<file path="src/rtl/sum_pkg.sv">
// sum_pkg: shared state encoding and default widths for the sum controller
package sum_pkg;

    localparam int SUM_DATA_W = 16;

    typedef enum logic [2:0] {
        IDLE,
        CLEAR,
        RUN,
        SETTLE,
        OUT,
        ERR
    } state_t;

endpackage

</file>
<file path="src/rtl/sum_controller.sv">
// sum_controller: control FSM for the sum datapath with a valid/ready result port; WATCHDOG_EN adds a RUN timeout and ERR state
module sum_controller
    import sum_pkg::*;
#(
    parameter int DATA_W  = SUM_DATA_W,
    parameter int TIMEOUT = 200,
    parameter int TMR_W   = 8
) (
    input  logic              clk,
    input  logic              rst,
    input  logic              start,
    output logic              busy,
    output logic              ld_sum,
    output logic              ld_counter,
    output logic              en_sum,
    output logic              en_counter,
    output logic              dp_rst_n,
    input  logic              done,
    input  logic [DATA_W-1:0] dp_result,
    output logic              out_valid,
    input  logic              out_ready,
    output logic [DATA_W-1:0] out_data,
    output logic              err
);

    if (TIMEOUT >= (1 << TMR_W) || TIMEOUT < 1) begin : g_bad_timeout
        $error("sum_controller: TIMEOUT must be in 1 .. 2**TMR_W-1");
    end

    state_t state, next;

`ifdef WATCHDOG_EN
    logic [TMR_W-1:0] tmr;
    logic             timeout;

    assign timeout = tmr == TMR_W'(TIMEOUT - 1);

    // watchdog: cleared while entering RUN, counts every RUN cycle
    always_ff @(posedge clk or negedge rst) begin
        if (!rst) tmr <= '0;
        else if (state == CLEAR) tmr <= '0;
        else if (state == RUN) tmr <= tmr + 1'b1;
    end
`endif

    // state register
    always_ff @(posedge clk or negedge rst) begin
        if (!rst) state <= IDLE;
        else state <= next;
    end

    // next state and Moore-decoded datapath controls
    always_comb begin
        next       = state;
        busy       = state != IDLE;
        ld_sum     = state == CLEAR;
        ld_counter = state == CLEAR;
        en_sum     = state == RUN;
        en_counter = state == RUN;
        out_valid  = state == OUT;
        err        = 1'b0;
        case (state)
            IDLE:    next = start ? CLEAR : IDLE;
            CLEAR:   next = RUN;
`ifdef WATCHDOG_EN
            RUN:     next = done ? SETTLE : (timeout ? ERR : RUN);
            ERR: begin
                next = start ? CLEAR : ERR;
                err  = 1'b1;
            end
`else
            RUN:     next = done ? SETTLE : RUN;
`endif
            SETTLE:  next = OUT;
            OUT:     next = out_ready ? IDLE : OUT;
            default: next = IDLE;
        endcase
    end

    // re-arm the datapath under global reset and for the single CLEAR cycle
    assign dp_rst_n = rst && state != CLEAR;

    // result capture on the SETTLE exit edge; held through and after OUT
    always_ff @(posedge clk or negedge rst) begin
        if (!rst) out_data <= '0;
        else if (state == SETTLE) out_data <= dp_result;
    end

endmodule
</file>
<file path="config.mk">
export PLATFORM = sky130hd
export DESIGN_NAME = sum_controller
export DESIGN_NICKNAME = d
export VERILOG_FILES = /design/src/rtl/sum_pkg.sv /design/src/rtl/sum_controller.sv
export SDC_FILE = /design/constraint.sdc
export NUM_CORES = 1
export LEC_CHECK = 0
export CAP_MARGIN = 20
export CORE_MARGIN = 5
export CORE_UTILIZATION = 41
export DETAILED_ROUTE_END_ITERATION = 16
export PLACE_DENSITY = 0.9
export SLEW_MARGIN = 25
export SYNTH_ARGS = -nofsm -noshare
export SYNTH_HDL_FRONTEND = slang
export SYNTH_SLANG_ARGS = --single-unit
</file>
<file path="constraint.sdc">
create_clock -name clk -period 2 [get_ports clk]
set_clock_uncertainty 0.15 [all_clocks]
set_input_delay 0.4 -clock clk [delete_from_list [all_inputs] [get_ports clk]]
set_output_delay 0.4 -clock clk [all_outputs]
set_load 0.05 [all_outputs]
</file>
# ---- Yosys cells after proc, flatten, opt, wreduce, memory -nomap -nowiden
# Cells that the tools add are included.
dict set report totals {
  reg_bits 19
  input_bits 21
  out_inout_bits 24
  wordCells 14
}
dict set report op_classes {
  eq_ne 5
  n_mux 4
  reduce_logical 3
}
# op count
set ops {}
lappend ops {{one-hot mux 3 bit (5 select lines)} 1}
lappend ops {{equality test 3 x 2 -> 1 bit (second input constant)} 2}
lappend ops {{equality test 3 x 1 -> 1 bit (second input constant)} 1}
lappend ops {{equality test 3 bit (second input constant)} 1}
lappend ops {{zero test 3 bit} 1}
lappend ops {{2-to-1 mux 3 bit} 1}
lappend ops {{!= test 3 x 1 -> 1 bit (second input constant)} 1}
lappend ops {{nonzero test 3 bit} 1}
lappend ops {{2-to-1 mux 1 bit} 2}
lappend ops {{logical AND 1 bit} 1}

# ---- Depth between registers and ports, before layout
dict set report logic_depth {
  depth_word 2
  depth_mapped 4
  mapped_depth_nobuf 2
}

# ---- Worst setup path before layout
# Ideal clock, no wire load.
dict set report synth_timing {
  kind {reg2out}
  start {reg state[1]}
  end {out dp_rst_n}
  t_arrival_ps 2357
  required_time_ps 1450
  slack_ps -907
  path_stages_with_launch 4
  n_path_buf 1
  cell_sequence {dfrtp_1 buf_4 nor3b_1 nor2b_1}
}
dict set report synth_via {
  elab_chain_len 2
}
# item line_no
set synth_rtl {}
lappend synth_rtl {{from (decl)} sum_controller.sv:30} ;# state_t state, next;
lappend synth_rtl {{from (signal assigned)} sum_controller.sv:49} ;# else state <= next;
lappend synth_rtl {{!= test 3 x 1 -> 1 bit} sum_controller.sv:81} ;# assign dp_rst_n = rst && state != CLEAR;
lappend synth_rtl {{logical AND 1 bit} sum_controller.sv:81}
lappend synth_rtl {{to (decl)} sum_controller.sv:17} ;# output logic dp_rst_n,
# Every way passes these cells.

# ---- Worst setup path after layout
dict set report layout_timing {
  start {reg state[0]}
  end {out dp_rst_n}
}
# The elaborated chain is that of the path after synthesis.

==> flow_summary_export.csv <==
group,metric,value,unit
clock_tree,numCtsBuffers,3,
global_route,track_usage,13.2,%
clock_tree,htreeDepth,1,
setup_path,crit_required,1.45,ns
setup_path,timing.setup.critical_path_class,"reg -> out",
final_layout,syn2layout_area_growth,59.9,%
setup_path,worstPathMaxFanout,8,
global_route,grt_pass1_wl,3130,microns
synthesis,synthFlopType,"dfrtp_1",
route,ant_nets,0,
synthesis,synth-edff-count,0,
clock_tree,cts_hold_buffers,0,
sta,max_freq,521,MHz
run_status,status,"finished clean",
final_layout,nNetsFinal,119,
die,die_w,55.3,microns
clock_tree,cts_root_buffer,"clkbuf_4",
synthesis,syn-cell-area,842,sq um
die,start_util,42.9,%
setup_path,cp-end-kind,"output pin",
place,dpl.hpwl,1430,microns
sta,setup_ws,0.0816,ns
sta,post-route-period-util,95.9,%
clock_tree,path_clk_slew,0.11,ns
place,dp_slack,0.162,ns
clock_tree,cts_tree,"built",
final_layout,n_antenna_cell,0,
synthesis,synth_cell_types,16,
route,drt_iter0_drc,3,
synthesis,ys_seq_area_share,56.5,%
sta,setup_viol,0,
route,num_vias,571,
synthesis,syn_avg_cell_area,15.6,sq um
setup_path,reg2reg_slack,0.44,ns
route,viasPerCell,4.60,
die,die_area,0.00306,sq mm
synthesis,async_flop_share,100,%
die,fp.dieH,55.3,microns
global_route,grt_pass1_vias,625,
sta,rsz0062_at_grt,"true",
die,coreArea,0.00196,sq mm
die,num_rows,16,
run,cap_violations,0,
clock_tree,clk_path_buf_depth,2,
setup_path,arrival,1.37,ns
global_route,antenna_found_initial,0,
clock_tree,clock_latency,0.28,ns
synthesis,syn_nets,75,
route,first_pass_iters,2,
route,routed_wl,1820,microns
die,io_pins,45,
setup_path,start_kind,"flop",
sta,period_needed,1.92,ns
final_layout,final_layout_size_suffix_gt1_share,51.5,%
route,wl_per_cell,14.6,microns
sta,hold_viol,0,
min_path,hold_path.class,"in -> async",
synthesis,ys_seq_elements,19,
global_route,grt_max_degree,20,
place,gp_congestion,0.764,
synthesis,synth_warnings,0,
sta,report.final.slew_viol_count,0,
synthesis,netlist_instances,54,
route,drc,0,
global_route,globalRouteOverflowTotal,0,
clock_tree,clkSinkCount,19,
place,io_buffers,43,
==> state kept, by name (all words and copies together), names as in the netlist <==
signal	cells
state	3
out_data	16
==> final cells by class <==
class	instances	area (sq um)
Clock buffer	4	26.3
Fill cell	154	616
Multi-Input combinational cell	29	342
Sequential cell	19	478
Tap cell	27	33.8
Timing Repair Buffer	45	467
==> timing repair <==
item | in CTS | in global routing
buffers inserted | 1 | 0
setup endpoints to repair | 3 | 2
gates resized for setup | 3 | 1
==> cell families (layout without fill, tap and decap cells) <==
logic type             after synthesis  count (layout)  share of synthesized area, %
flip-flops                          19              19                          56.5
buffers and inverters                6              49                          6.24
multiplexers                        17              17                          26.6
XOR/XNOR                             1               1                          1.04
AND/OR/NAND/NOR                     10              10                          9.21
other                                1               1                         0.445
==> placed cells by master, fill, tap and decap left out <==
cell	netlist	final
clkdlybuf4s50_1	0	20
buf_4	5	18
dfrtp_1	19	17
mux2_4	9	9
mux2_2	7	7
buf_12	0	6
clkbuf_4	0	3
nor3b_4	0	2
dfrtp_2	0	2
nor3b_2	0	1
or3_1	1	1
mux2i_1	1	1
nor3_1	1	1
nand3b_4	1	1
or4b_1	1	1
nand2_1	1	1
xnor2_1	1	1
nor2_1	1	1
nor2b_1	1	1
conb_1	1	1
clkbuf_1	0	1
buf_6	0	1
==> metrics by stage <==
step	area [sq um]	TNS (ns)	hold WS, ns	util (%)	std cells
after floorplan	863	-0.0887	-0.0456	-	54
after global placement	1300	0	0.339	66.3	119
after detailed placement	1300	0	0.344	66.3	119
after CTS	1340	0	0.310	68.4	124
after global routing	1350	-0.00271	0.319	68.6	124
final	1350	0	0.315	68.6	124
==> final timing paths <==
check,startpoint,endpoint,cells after the start
setup / recovery,state[0],dp_rst_n,3
hold / removal,rst,out_data[11],2
setup reg to reg,state[2],out_data[7],2
hold reg to reg,out_data[15],out_data[15],1
max in group asynchronous,rst,state[1],2
min in group clk,out_data[15],out_data[15],1
==> layer usage <==
metal  part of all wire, %  up-vias  GRT usage (%)
met1                    39      273           14.3
li1                      -      265              -
met3                   9.7        2           6.29
met5                     0        -              0
met4                  0.77        0           6.25
met2                    50       31           21.5
==> critical path, cell delays in order, from the launching register on <==
cell and delay [ns]:
dfrtp_2 0.49, nor3b_4 0.19, nor2b_1 0.23, buf_12 0.17
==> cells in the mapped netlist, types with 3 or more instances <==
| library cell | instances | share of area [%] |
|---|---|---|
| mux2_2 | 7 | 9.4 |
| dfrtp_1 | 19 | 56 |
| mux2_4 | 9 | 16 |
| buf_4 | 5 | 4.5 |
| nor3b_1 | 3 | 2.7 |
Power is left out: the tool's default activity adds up to more than one toggle a clock period on the data nets, which glitch-free logic cannot reach.
